[src/rtl/svm_pipeline_ctrl.sv]
// -----------------------------------------------------------------------------
// svm_pipeline_ctrl
//
// Sequences one SVM kernel job through a NUM_FEAT-stage inner-product pipeline.
// A job is accepted with a test vector, and N support vectors are then streamed
// from an external SV memory. Each SV element is skewed by one cycle per stage,
// so that stage k sees its element one cycle after stage k-1. Once the last SV
// has left the final stage, the final accumulator value is captured and
// presented on a valid/ready result port.
//
// Optional feature (macro SVM_CTRL_PERF_CNT_EN):
//   When defined, adds perf_jobs (completed result handshakes) and perf_busy
//   (busy cycles, counting the accept cycle). Both are free-running and wrap.
//
// Ports
//   clk, rst_n     clock, asynchronous active-low reset
//   cfg_num_sv     support vectors per job, clamped to [2, MAX_SV] at accept
//   req_*          job request handshake and test vector
//   sv_rd_en/addr  SV memory read port (1-cycle read latency)
//   sv_rdata       SV memory read data, element k at [k*DATA_SIZE +: DATA_SIZE]
//   curr_vector    latched test vector for stage 0
//   accum_seed     accumulator input of stage 0 (always 0)
//   sv_lane        per-stage SV element, skewed by stage index
//   start_inner    per-stage pulse on the first SV of a job
//   last_inner     per-stage pulse on the last SV of a job
//   accum_final    accumulator output of the last stage
//   res_*          result handshake and captured result
//   busy           high in every state except IDLE
//   perf_jobs/busy performance counters (SVM_CTRL_PERF_CNT_EN only)
//
// state  | meaning
// -------+----------------------------------------------------------------
// IDLE   | req_ready high, waiting for a job
// FETCH  | issuing SV reads, address 0..N-1, one per cycle
// WAIT   | draining the stage skew, NUM_FEAT cycles
// RESULT | res_valid high, holding res_data until res_ready
// -----------------------------------------------------------------------------
module svm_pipeline_ctrl #(
  parameter int DATA_SIZE  = 32,
  parameter int ACCUM_SIZE = 64,
  parameter int NUM_FEAT   = 2,
  parameter int MAX_SV     = 16,
  localparam int AW        = $clog2(MAX_SV)
) (
  input  logic                          clk,
  input  logic                          rst_n,
  input  logic [AW:0]                   cfg_num_sv,
  input  logic                          req_valid,
  output logic                          req_ready,
  input  logic [NUM_FEAT*DATA_SIZE-1:0] req_vector,
  output logic                          sv_rd_en,
  output logic [AW-1:0]                 sv_addr,
  input  logic [NUM_FEAT*DATA_SIZE-1:0] sv_rdata,
  output logic [NUM_FEAT*DATA_SIZE-1:0] curr_vector,
  output logic [ACCUM_SIZE-1:0]         accum_seed,
  output logic [NUM_FEAT*DATA_SIZE-1:0] sv_lane,
  output logic [NUM_FEAT-1:0]           start_inner,
  output logic [NUM_FEAT-1:0]           last_inner,
  input  logic [ACCUM_SIZE-1:0]         accum_final,
  output logic                          res_valid,
  input  logic                          res_ready,
  output logic [ACCUM_SIZE-1:0]         res_data,
  output logic                          busy
`ifdef SVM_CTRL_PERF_CNT_EN
  ,
  output logic [31:0]                   perf_jobs,
  output logic [31:0]                   perf_busy
`endif
);

  localparam int NW   = AW + 1;
  localparam int FW   = $clog2(NUM_FEAT) + 1;
  localparam int CW   = (NW > FW) ? NW : FW;

  typedef enum logic [1:0] {
    IDLE   = 2'd0,
    FETCH  = 2'd1,
    WAIT   = 2'd2,
    RESULT = 2'd3
  } state_t;

  state_t        state;
  logic [CW-1:0] cnt;        // down-counter: remaining FETCH / WAIT cycles
  logic [NW-1:0] n_lat;      // clamped SV count of the running job
  logic [NW-1:0] n_clamp;
  logic          accept;
  logic          rd_vld_d;   // sv_rdata carries valid data this cycle

  assign req_ready  = (state == IDLE);
  assign accept     = req_valid && req_ready;
  assign accum_seed = '0;

  always_comb begin
    n_clamp = cfg_num_sv;
    if (cfg_num_sv < NW'(2))
      n_clamp = NW'(2);
    else if (cfg_num_sv > NW'(MAX_SV))
      n_clamp = NW'(MAX_SV);
  end

  // ---------------------------------------------------------------------------
  // Job FSM. The counter is loaded with N-1 on accept and with NUM_FEAT-1 on
  // entering WAIT; each state ends on its terminal count of zero.
  // ---------------------------------------------------------------------------
  always_ff @(posedge clk or negedge rst_n) begin
    if (!rst_n) begin
      state       <= IDLE;
      cnt         <= '0;
      n_lat       <= '0;
      curr_vector <= '0;
      sv_rd_en    <= 1'b0;
      sv_addr     <= '0;
      res_valid   <= 1'b0;
      res_data    <= '0;
      busy        <= 1'b0;
    end else begin
      case (state)
        IDLE: begin
          if (req_valid) begin
            curr_vector <= req_vector;
            n_lat       <= n_clamp;
            cnt         <= CW'(n_clamp - NW'(1));
            sv_rd_en    <= 1'b1;
            sv_addr     <= '0;
            busy        <= 1'b1;
            state       <= FETCH;
          end
        end
        FETCH: begin
          if (cnt == '0) begin
            sv_rd_en <= 1'b0;
            sv_addr  <= '0;
            cnt      <= CW'(NUM_FEAT - 1);
            state    <= WAIT;
          end else begin
            sv_addr <= sv_addr + AW'(1);
            cnt     <= cnt - CW'(1);
          end
        end
        WAIT: begin
          if (cnt == '0) begin
            res_data  <= accum_final;
            res_valid <= 1'b1;
            state     <= RESULT;
          end else begin
            cnt <= cnt - CW'(1);
          end
        end
        RESULT: begin
          if (res_ready) begin
            res_valid <= 1'b0;
            busy      <= 1'b0;
            state     <= IDLE;
          end
        end
        default: state <= IDLE;
      endcase
    end
  end

  // ---------------------------------------------------------------------------
  // Strobe pipeline. Stage 0 strobes line up with the read data (one cycle
  // after the read); every further stage is one more cycle late.
  // ---------------------------------------------------------------------------
  always_ff @(posedge clk or negedge rst_n) begin
    if (!rst_n) begin
      rd_vld_d    <= 1'b0;
      start_inner <= '0;
      last_inner  <= '0;
    end else begin
      rd_vld_d       <= sv_rd_en;
      start_inner[0] <= sv_rd_en && (sv_addr == '0);
      last_inner[0]  <= sv_rd_en && ({1'b0, sv_addr} == (n_lat - NW'(1)));
      for (int k = 1; k < NUM_FEAT; k++) begin
        start_inner[k] <= start_inner[k-1];
        last_inner[k]  <= last_inner[k-1];
      end
    end
  end

  // ---------------------------------------------------------------------------
  // SV lane skew. Lane 0 is the gated read data itself; lane k passes through
  // a k-deep register chain. Gating with rd_vld_d keeps lanes at zero outside
  // their active cycles, and the chains carry those zeros along.
  // ---------------------------------------------------------------------------
  for (genvar k = 0; k < NUM_FEAT; k++) begin : g_lane
    if (k == 0) begin : g_direct
      assign sv_lane[0 +: DATA_SIZE] = rd_vld_d ? sv_rdata[0 +: DATA_SIZE] : '0;
    end else begin : g_skew
      logic [DATA_SIZE-1:0] skew [k];

      always_ff @(posedge clk or negedge rst_n) begin
        if (!rst_n) begin
          for (int i = 0; i < k; i++)
            skew[i] <= '0;
        end else begin
          skew[0] <= rd_vld_d ? sv_rdata[k*DATA_SIZE +: DATA_SIZE] : '0;
          for (int i = 1; i < k; i++)
            skew[i] <= skew[i-1];
        end
      end

      assign sv_lane[k*DATA_SIZE +: DATA_SIZE] = skew[k-1];
    end
  end

`ifdef SVM_CTRL_PERF_CNT_EN
  // The accept cycle counts as the first busy cycle of a job, so a job with
  // res_ready already high contributes N+NUM_FEAT+2 cycles.
  always_ff @(posedge clk or negedge rst_n) begin
    if (!rst_n) begin
      perf_jobs <= '0;
      perf_busy <= '0;
    end else begin
      if (res_valid && res_ready)
        perf_jobs <= perf_jobs + 32'd1;
      if (busy || accept)
        perf_busy <= perf_busy + 32'd1;
    end
  end
`else
  // No performance counters in this build.
`endif

endmodule
[config.mk]
export PLATFORM = sky130hd
export DESIGN_NAME = svm_pipeline_ctrl
export DESIGN_NICKNAME = d
export VERILOG_FILES = /design/src/rtl/svm_pipeline_ctrl.sv
export SDC_FILE = /design/constraint.sdc
export NUM_CORES = 1
export LEC_CHECK = 0
export BUFFER_PORTS_ARGS = -buffer_cell sky130_fd_sc_hd__buf_2
export CAP_MARGIN = 20
export CORE_AREA = 3 3 184 186
export DETAILED_ROUTE_END_ITERATION = 10
export DIE_AREA = 0 0 187 189
export GPL_ROUTABILITY_DRIVEN = 1
export PLACE_DENSITY = 0.58
export SLEW_MARGIN = 20
export SYNTH_ARGS = -nofsm -noshare
export SYNTH_HDL_FRONTEND = slang
export SYNTH_SLANG_ARGS = --single-unit
[constraint.sdc]
create_clock -name clk -period 3.3 [get_ports clk]
set_clock_uncertainty 0.1 [all_clocks]
set_input_delay 0.825 -clock clk [delete_from_list [all_inputs] [get_ports clk]]
set_output_delay 0.825 -clock clk [all_outputs]
set_load 0.02 [all_outputs]
==> flow_summary_export.csv <==
group,metric,value,unit
critical_path,startpoint_type,"flop",
logic_synthesis,synth_top_family_by_area,"multiplexers",
critical_path,critPathKind,"reg2out",
die,pin_count,469,
clock_tree,cts_inserted_buffers,17,
routing,finalWirelength,21600,µm
clock_tree,cts_root_buffer,"clkbuf_16",
global_route,gr-usage-all-layers,12.1,%
sta,worst_pin_slew,895,ps
sta,period_needed,2710,ps
logic_synthesis,yosys.area_share.simple,8.26,%
global_route,overflow,0,
logic_synthesis,synth_cell_types,42,
sta,slew_viol_final,0,
clock_tree,htree_levels,4,
sta,rsz0062_at_grt,"false",
sta,period_share,82.2,%
clock_tree,post_cts_resized,0,
finish,final_common_cell,"buf_2",
global_route,grt_pass1_wl,32900,µm
sta,slew_headroom,40.4,%
sta,setup_viol,0,
routing,vias,5732,
finish,syn2layout_area_growth,36.3,%
clock_tree,cts_hold_buffers,0,
logic_synthesis,yosys.area.top_type,"dfrtp_1",
power_and_ir_drop,power_density,971,nW/µm²
critical_path,cp-end-kind,"primary output",
finish,fin_area,10700,µm²
routing,vias_per_cell,3.96,
sta,hold_viol,0,
logic_synthesis,synth_compound_area_share,3.75,%
sta,whs,270,ps
logic_synthesis,netlist.area_leader.share,58.5,%
logic_synthesis,yosysSeqAreaShare,58.5,%
die,rows,66,
finish,fin_cells,1449,
place,dpl.hpwl,16800,µm
routing,drt_pass1_iterations,4,
clock_tree,cts_tree,"built",
finish,num_antenna_cells,0,
power_and_ir_drop,ir_drop,0.348,mV
logic_synthesis,synth_edf_count,0,
critical_path,r2r_cells,6,
critical_path,cp.required,2370,ps
job,drv_cap,0,
critical_path,rr_startpoint,"cnt[0]",
routing,drc,0,
clock_tree,clock_latency,430,ps
critical_path,arrival,1790,ps
global_route,grt_max_degree,65,
logic_synthesis,synthXorXnorAreaFrac,0.668,%
sta,tns,0,ps
logic_synthesis,synth_top_flop_cell,"dfrtp_1",
die,die_height,189,µm
critical_path,critPathMaxFanout,19,
critical_path,worstReg2RegEnd,"res_data[52]",
logic_synthesis,synthCells,589,
logic_synthesis,synthAdderAreaFrac,1.43,%
sta,fmax,369,MHz
critical_path,setup.worst_path.end,"sv_lane[18]",
global_route,antenna_found_initial,3,
die,start_util,24.3,%
routing,final_antenna_net_count,0,
logic_synthesis,synth_warnings,0,
clock_tree,cts_setup_buffers,0,
die,dieArea,35300,µm²
die,coreArea,32500,µm²
critical_path,r2r_slack,920,ps
clock_tree,clock-sinks,184,
place,place_congestion,0.789,
logic_synthesis,ys_ff_latch,184,
finish,mostFrequentLayoutCells,"buf_2 (403), dfrtp_1 (184), mux2_2 (130)",
global_route,grt_pass1_vias,5762,
die,fp.dieW,187,µm
routing,wl_per_cell,14.9,µm
logic_synthesis,synthTopCellsByArea,"dfrtp_1 (58%), mux2_2 (19%), buf_4 (6.1%)",
min_path,hp-class,"in2async",
clock_tree,cts_buffer_depth,2,
clock_tree,clk_pin_slew,70,ps
outcome,status,"finished clean",
finish,final_nets,1206,
place,place_inst,1419,
logic_synthesis,synth.mux.area_fraction,18.8,%
logic_synthesis,synth_area,7870,µm²
place,placed_cell_area,10200,µm²
place,io_buffers,404,
critical_path,startpoint,"rd_vld_d",
logic_synthesis,async_reset_ff_share,100,%
logic_synthesis,syn_avg_cell_area,13.4,µm²
finish,drive_above_1_share,57.3,%
power_and_ir_drop,leakage,5.37,nW
routing,dr.first_iter.drc_count,159,
registers in the layout (all words and copies together) (netlist names):
signal / count
cnt: 5
state: 2
busy: 1
n_lat: 5
res_data: 64
g_lane.g_skew.skew: 32
start_inner: 2
sv_addr: 4
res_valid: 1
last_inner: 2
sv_rd_en: 1
rd_vld_d: 1
curr_vector: 64
critical path: stages (launching register included):
cell	delay (ps)
dfrtp_1	660
buf_4	280
and2_1	220
buf_2	190
worst min path at each step:
stage | to | slack [ps] | depth (start not counted)
after floorplan | n_lat[4] | 370 | 2
after global placement | start_inner[1] | 310 | 0
after detailed placement | start_inner[1] | 300 | 0
after CTS | res_data[6] | 280 | 1
after global routing | res_data[21] | 290 | 1
final | res_data[1] | 270 | 1
Yosys cell counts (all sizes together) (3+ instances only):
library cell	count
clkbuf	11
nand3	3
nor2b	4
nand2	24
o21ai	15
a21oi	11
buf	77
mux2	130
xor2	3
and2	66
xnor2	3
o31ai	3
dfrtp	184
inv	12
ha	9
nor2	7
power by group:
group,internal [mW],switching [mW],leakage [nW]
registers,3.25,0.518,2.17
logic,1.90,2.72,2.92
clock network,1.13,0.897,0.280
total,6.28,4.13,5.37
logic make-up after synthesis:
family	Yosys count
flops	184
buf+inv	100
compound gates	44
other cells	1
fa+ha+maj	9
mux	132
xor+xnor	6
simple gates	113
layout make-up:
type / count / area (µm²)
Inverter: 12 / 45.0
Tap cell: 442 / 553
Fill cell: 3365 / 21700
Multi-Input combinational cell: 368 / 2840
Sequential cell: 184 / 4600
Timing Repair Buffer: 413 / 2120
Clock inverter: 11 / 123
Clock buffer: 19 / 443
through the flow:
step / utilization, % / worst slack (ps) / power, mW
floorplan: - / 963 / 6.87
global placement: 31.3 / 696 / 8.44
detailed placement: 31.3 / 549 / 8.53
CTS: 33.1 / 461 / 10.6
global route: 33.1 / 397 / 11.1
finish: 33.1 / 587 / 10.4
routing by layer:
metal / vias up / global-route usage (%) / wire length [µm]
met3: 27 / 4.24 / 1700
met2: 280 / 21.6 / 11200
met5: - / 0 / 41
li1: 2669 / - / -
met1: 2750 / 13.1 / 8200
met4: 6 / 5.18 / 478
No activity file was read; power rests on OpenSTA's default activity.
